<file path="src/rtl/eth_axi_wr_master.sv">
// AXI4 write initiator: splits a word-stream transfer into INCR bursts bounded by
// MAX_BEATS and 4 KiB pages, with a single burst outstanding at a time.
module eth_axi_wr_master #(
    parameter int              DATA_W    = 32,
    parameter int              ADDR_W    = 32,
    parameter int              ID_W      = 8,
    parameter logic [ID_W-1:0] AXI_ID    = '0,
    parameter int              MAX_BEATS = 16
) (
    input  logic                clk,
    input  logic                rst,
    input  logic                cmd_valid,
    output logic                cmd_ready,
    input  logic [ADDR_W-1:0]   cmd_addr,
    input  logic [15:0]         cmd_len,
    input  logic [DATA_W-1:0]   s_data,
    input  logic                s_valid,
    output logic                s_ready,
    output logic [ID_W-1:0]     m_awid,
    output logic [ADDR_W-1:0]   m_awaddr,
    output logic [7:0]          m_awlen,
    output logic [2:0]          m_awsize,
    output logic [1:0]          m_awburst,
    output logic                m_awvalid,
    input  logic                m_awready,
    output logic [DATA_W-1:0]   m_wdata,
    output logic [DATA_W/8-1:0] m_wstrb,
    output logic                m_wlast,
    output logic                m_wvalid,
    input  logic                m_wready,
    input  logic [ID_W-1:0]     m_bid,
    input  logic [1:0]          m_bresp,
    input  logic                m_bvalid,
    output logic                m_bready,
    output logic                done,
    output logic                err,
    output logic                busy
);
    localparam int          BYTES = DATA_W / 8;
    localparam int          BSH   = $clog2(BYTES);
    localparam logic [16:0] MAXB  = 17'(MAX_BEATS);

    typedef enum logic [2:0] {IDLE, ADDR, DATA, RESP, FIN} state_t;

    state_t            state;
    logic [ADDR_W-1:0] cur_addr;
    logic [15:0]       rem_words;
    logic [8:0]        beats;
    logic [8:0]        cnt;

    logic [ADDR_W-1:0] cmd_addr_al;
    logic [ADDR_W-1:0] next_addr;
    logic [15:0]       next_rem;
    logic [8:0]        cmd_beats;
    logic [8:0]        next_beats;
    logic              unused_bid;

    // Beats that fit: limited by words left, MAX_BEATS and room to the 4 KiB page end.
    function automatic logic [8:0] calc_beats(input logic [11:0] page_off, input logic [15:0] rem);
        logic [12:0] room;
        logic [16:0] b;
        room = (13'h1000 - {1'b0, page_off}) >> BSH;
        b    = {1'b0, rem};
        if (b > MAXB) b = MAXB;
        if (b > {4'b0, room}) b = {4'b0, room};
        return 9'(b);
    endfunction

    assign cmd_addr_al = cmd_addr & ~ADDR_W'(BYTES - 1);
    assign next_addr   = cur_addr + (ADDR_W'(beats) << BSH);
    assign next_rem    = rem_words - {7'b0, beats};
    assign cmd_beats   = calc_beats(cmd_addr_al[11:0], cmd_len);
    assign next_beats  = calc_beats(next_addr[11:0], next_rem);

    assign m_awid    = AXI_ID;
    assign m_awsize  = 3'(BSH);
    assign m_awburst = 2'b01;
    assign m_wdata   = s_data;
    assign m_wstrb   = '1;
    assign m_wvalid  = (state == DATA) && s_valid;
    assign s_ready   = (state == DATA) && m_wready;
    assign m_wlast   = (state == DATA) && (cnt == 9'd1);
    assign busy      = (state != IDLE);
    assign unused_bid = ^m_bid;

    always_ff @(posedge clk or posedge rst) begin
        if (rst) begin
            state     <= IDLE;
            cmd_ready <= 1'b0;
            cur_addr  <= '0;
            rem_words <= '0;
            beats     <= '0;
            cnt       <= '0;
            m_awaddr  <= '0;
            m_awlen   <= '0;
            m_awvalid <= 1'b0;
            m_bready  <= 1'b0;
            done      <= 1'b0;
            err       <= 1'b0;
        end else begin
            done <= 1'b0;
            case (state)
                IDLE: begin
                    cmd_ready <= 1'b1;
                    if (cmd_valid && cmd_ready) begin
                        cmd_ready <= 1'b0;
                        err       <= 1'b0;
                        cur_addr  <= cmd_addr_al;
                        rem_words <= cmd_len;
                        if (cmd_len == 16'd0) begin
                            state <= FIN;
                            done  <= 1'b1;
                        end else begin
                            beats     <= cmd_beats;
                            m_awaddr  <= cmd_addr_al;
                            m_awlen   <= 8'(cmd_beats - 9'd1);
                            m_awvalid <= 1'b1;
                            state     <= ADDR;
                        end
                    end
                end
                ADDR: begin
                    if (m_awready) begin
                        m_awvalid <= 1'b0;
                        cnt       <= beats;
                        state     <= DATA;
                    end
                end
                DATA: begin
                    if (m_wvalid && m_wready) begin
                        cnt <= cnt - 9'd1;
                        if (cnt == 9'd1) begin
                            m_bready <= 1'b1;
                            state    <= RESP;
                        end
                    end
                end
                RESP: begin
                    if (m_bvalid) begin
                        m_bready  <= 1'b0;
                        if (m_bresp != 2'b00) err <= 1'b1;
                        cur_addr  <= next_addr;
                        rem_words <= next_rem;
                        if (next_rem == 16'd0) begin
                            state <= FIN;
                            done  <= 1'b1;
                        end else begin
                            beats     <= next_beats;
                            m_awaddr  <= next_addr;
                            m_awlen   <= 8'(next_beats - 9'd1);
                            m_awvalid <= 1'b1;
                            state     <= ADDR;
                        end
                    end
                end
                FIN: begin
                    cmd_ready <= 1'b1;
                    state     <= IDLE;
                end
                default: state <= IDLE;
            endcase
        end
    end
endmodule

</file>
<file path="config.mk">
export PLATFORM = sky130hd
export DESIGN_NAME = eth_axi_wr_master
export DESIGN_NICKNAME = d
export VERILOG_FILES = /design/src/rtl/eth_axi_wr_master.sv
export SDC_FILE = /design/constraint.sdc
export NUM_CORES = 1
export LEC_CHECK = 0
export ABC_AREA = 1
export CORE_MARGIN = 2
export CORE_UTILIZATION = 50
export DETAILED_ROUTE_END_ITERATION = 12
export PLACE_DENSITY = 0.79
export RECOVER_POWER = 100
export SLEW_MARGIN = 10
export SYNTH_ARGS = -nofsm -noshare
export SYNTH_HDL_FRONTEND = slang
export SYNTH_SLANG_ARGS = --single-unit
</file>
<file path="constraint.sdc">
create_clock -name clk -period 4.65 [get_ports clk]
set_input_delay 0.6975 -clock clk [delete_from_list [all_inputs] [get_ports clk]]
set_output_delay 0.6975 -clock clk [all_outputs]
set_load 0.005 [all_outputs]
</file>
==> summary.md <==
| Metric | Value |
|---|---|
| Number of port buffers | `103` |
| Comb power frac | `61.4%` |
| Part of the power in registers | `22.0%` |
| Total negative slack | `0 ns` |
| Utilization after layout | `60.54%` |
| Worst endpoint required time | `4.96 ns` |
| Arr. time, crit path | `4.66 ns` |
| Mean Syn Cell Area | `6.793 um2` |
| Most instantiated cells after synthesis | `sky130_fd_sc_hd__nand2_1, sky130_fd_sc_hd__inv_1, sky130_fd_sc_hd__dfrtp_1` |
| Area of the mapped netlist | `0.008675 mm2` |
| Worst reg2reg path depth | `26` |
| Cell leakage power | `5.291 nW` |
| Area share of the leading cell type in the synthesized netlist | `32.89%` |
| FF-to-FF setup slack | `0.31 ns` |
| Power share of the clock group | `16.6%` |
| Crit start category | `flip-flop` |
| Kind of capture point of the worst setup path | `flip-flop` |
| Global-route usage over all layers | `26.11%` |
| Overall die width | `135.7 um` |
| YS warnings | `0` |
| Start point of the worst hold path | `m_awaddr[12]` |
| Peak supply drop | `0.5110 mV` |
| Number of CTS-inserted buffers | `17` |
| Longest individual stage delay on the worst path | `0.44 ns` |
| Total Nets Final | `1,505` |
| Count of cell types in the netlist | `48` |
| Remaining number of nets flagged by the antenna check after routing | `0` |
| Post-synth EDFFs | `0` |
| #FFs+latches synth | `114` |
| Mapped Cells | `1,277` |
| Clock Pin Slew Worst Setup and Hold Paths | `0.05 ns` |
| Slowest cell on the critical path | `sky130_fd_sc_hd__dfrtp_2` |
| Vias post-DR | `8,421` |
| Count of final setup violators | `0` |
| Max Buffers Root-to-Sink | `2` |
| Chip height | `135.7 um` |
| Async set-reset flop share out of synthesis | `100.0%` |
| Pwr per Cell Area | `816.7 mW/mm2` |
| Diode insertion count for antenna repair | `0` |
| Worst min path class | `reg -> reg` |
| Final estimated routing congestion in global placement | `0.9490` |
| Total congestion overflow after global routing | `0` |
| CTS sink cnt | `114` |
| Worst-margin pin slew | `2.687 ns` |
| Launching point of the worst reg2reg path | `beats[0]` |
| Post-synth top area cell | `sky130_fd_sc_hd__dfrtp_1` |
| Top flip-flop cell by instance count after synthesis | `sky130_fd_sc_hd__dfrtp_1` |
| Share of cells above drive strength 1 | `7.564%` |
| Detailed-routing iteration count for the pre-antenna-repair pass | `5` |
| First-pass GRT wire length | `37.89 mm` |
| Internal power summed over all cells | `0.004322 W` |
| Switching share of total power | `48.93%` |
| Max-cap check violation count | `2` |
| Switching power total | `0.004141 W` |
| Largest cells by area after synthesis | `sky130_fd_sc_hd__dfrtp_1, sky130_fd_sc_hd__nand2_1, sky130_fd_sc_hd__ha_1, sky130_fd_sc_hd__inv_1, sky130_fd_sc_hd__o21ai_0` |
| Capturing point of the worst reg2reg path | `m_awlen[4]` |
| Skew-Pair Late Insertion Delay | `0.42 ns` |
| Initial Utilization | `50.68%` |
| Cell at the root of the clock tree | `sky130_fd_sc_hd__clkbuf_16` |
| Max_slew headroom | `-80.10%` |
| Detailed Route WL | `22.99 mm` |
| Ratio of final minimum period to clock period | `93.42%` |
| Final-report max-slew violation count | `110` |
| Routed wire length per instance | `14.37 um` |
| Worst Path Max Fanout | `8` |
| Number of H-tree branching levels | `4` |
| Rows | `48` |
| Crit Path Class | `reg -> reg` |
| Hold Violations, Final | `0` |
| Setup repair after global routing missed its margin | `false` |
| Antenna violations before repair | `0` |
| Via count of the first global-routing pass | `7,948` |
| Worst hold-check slack | `0.4687 ns` |
| Core Footprint | `0.01712 mm2` |
| Area overhead of the layout relative to synthesis | `19.46%` |
| Top-Level Pins | `195` |
| Most common cell on crit path | `sky130_fd_sc_hd__nand2_1` |
| Number of stages on the worst hold path | `2` |
| Worst clock skew on the final layout | `0.005936 ns` |
| Full die area | `0.01842 mm2` |
| DR iter-0 viols | `497` |
| Terminating pin of the worst hold path | `m_awaddr[12]` |
| Status | `finished with violations` |
| CTS tree | `done` |
| Via-per-instance ratio | `5.263` |
| Drc violations | `0` |
| Maximum frequency from static timing analysis | `0.2302 GHz` |
| Min cycle time layout | `4.344 ns` |
| Most frequent cell after synthesis | `sky130_fd_sc_hd__nand2_1` |
| Post-synthesis sequential area ratio | `32.89%` |
| Post-detailed-placement half-perimeter wirelength | `17.12 mm` |
| Cts-stage hold buffer count | `0` |
| Violations in the final reports | `max-capacitance violations, max-slew violations` |
| Pin count of the biggest net entering global routing | `63` |
-- logic make-up (layout without fill, tap and decap cells) --
logic type | Yosys count | in the layout | synth area share, %
buffers and inverters | 229 | 300 | 12.56
adder cells (fa/ha/maj) | 46 | 46 | 6.808
AO/OA/AOI/OAI | 180 | 180 | 11.35
AND/OR/NAND/NOR | 667 | 667 | 32.19
XOR/XNOR | 33 | 33 | 3.418
multiplexers | 6 | 6 | 0.6924
flip-flops | 114 | 114 | 32.89
other | 2 | 29 | 0.08657
-- area by class of cell --
class	count	area, um2
Fill cell	1588	6754
Sequential cell	114	2858
Clock buffer	22	474.2
Timing Repair Buffer	123	1175
Clock inverter	10	155.1
Tap cell	225	281.5
Multi-Input combinational cell	961	4871
Inverter	145	548.0
-- power by group through the flow --
stage	registers, W	clock network, W	logic (W)
after floorplan	0.00178	0	0.00371
after global placement	0.00185	0	0.00503
after detailed placement	0.00186	0	0.00517
after CTS	0.00186	0.00141	0.00520
after global routing	0.00192	0.00147	0.00590
final	0.00186	0.00140	0.00520
-- placed cells by master, fill, tap and decap left out, types with 4 or more instances in the layout --
master / instances
sky130_fd_sc_hd__dfrtp_2: 4
sky130_fd_sc_hd__xor2_1: 23
sky130_fd_sc_hd__o21ai_1: 7
sky130_fd_sc_hd__nor4_1: 4
sky130_fd_sc_hd__clkbuf_16: 17
sky130_fd_sc_hd__nor2_1: 99
sky130_fd_sc_hd__nand4_1: 27
sky130_fd_sc_hd__nand3_1: 53
sky130_fd_sc_hd__nand2_1: 425
sky130_fd_sc_hd__nand2_2: 12
sky130_fd_sc_hd__inv_1: 132
sky130_fd_sc_hd__o21ai_0: 90
sky130_fd_sc_hd__clkdlybuf4s50_1: 53
sky130_fd_sc_hd__o21a_1: 7
sky130_fd_sc_hd__bufinv_16: 4
sky130_fd_sc_hd__nor3_1: 18
sky130_fd_sc_hd__dfrtp_1: 110
sky130_fd_sc_hd__dlygate4sd3_1: 50
sky130_fd_sc_hd__a21oi_1: 45
sky130_fd_sc_hd__conb_1: 29
sky130_fd_sc_hd__clkinv_2: 4
sky130_fd_sc_hd__nor2_2: 12
sky130_fd_sc_hd__inv_2: 9
sky130_fd_sc_hd__ha_1: 42
sky130_fd_sc_hd__xnor2_1: 9
sky130_fd_sc_hd__a31oi_1: 8
sky130_fd_sc_hd__o22ai_1: 8
sky130_fd_sc_hd__buf_4: 14
sky130_fd_sc_hd__clkbuf_1: 5
sky130_fd_sc_hd__mux2i_1: 6
-- state kept, by name, summed over array words and instances (netlist names) --
| register | flops |
|---|---|
| cur_addr | 32 |
| m_awaddr | 32 |
| rem_words | 16 |
| beats | 9 |
| cnt | 9 |
| m_awlen | 8 |
| state | 3 |
| cmd_ready | 1 |
| done | 1 |
| err | 1 |
| m_awvalid | 1 |
| m_bready | 1 |
-- how the worst max path moves through the flow --
stage           startpoint           end  slack (ns)  depth (start not counted)
5_1_grt           state[2]  cur_addr[25]        0.02                         12
4_1_cts           beats[0]    m_awlen[4]        0.18                         34
2_1_floorplan     beats[0]    m_awlen[4]        0.68                         26
6_report          beats[0]    m_awlen[4]        0.31                         26
3_5_place_dp   cmd_addr[2]    m_awlen[7]        0.20                         20
3_3_place_gp      beats[0]    m_awlen[4]        0.27                         26
-- critical path, delay by kind of cell, from the launching register on --
family / cells / cell delay (ns)
AO/OA/AOI/OAI: 3 / 0.45
flip-flops: 1 / 0.44
buffers and inverters: 5 / 0.40
AND/OR/NAND/NOR: 13 / 1.63
XOR/XNOR: 1 / 0.19
adder cells (fa/ha/maj): 4 / 1.12
-- through the flow --
| stage | cells | area, um2 | total power [W] | setup slack, ns |
|---|---|---|---|---|
| final | 1600 | 10360 | 0.008462 | 0.3061 |
| after global placement | 1566 | 9701 | 0.006886 | 0.2703 |
| after CTS | 1598 | 10330 | 0.008475 | 0.1839 |
| after detailed placement | 1566 | 9701 | 0.007032 | 0.1975 |
| after global routing | 1600 | 10360 | 0.009284 | 0.01906 |
| after floorplan | 1304 | 8776 | 0.005488 | 0.6842 |
-- repair_timing --
item,in CTS,in global routing
buffers inserted,0,2
endpoints found under the setup margin,0,7
resized for setup,0,25
-- metal layers --
metal | vias to the layer above | global-route usage (%) | wire [um]
li1 | 4187 | - | -
met1 | 3887 | 32.90 | 9810
met2 | 296 | 44.02 | 10930
met3 | 51 | 5.125 | 1534
met4 | 0 | 10.53 | 711
met5 | - | 0 | 0
Note: power is estimated with default switching activity, not from simulation.
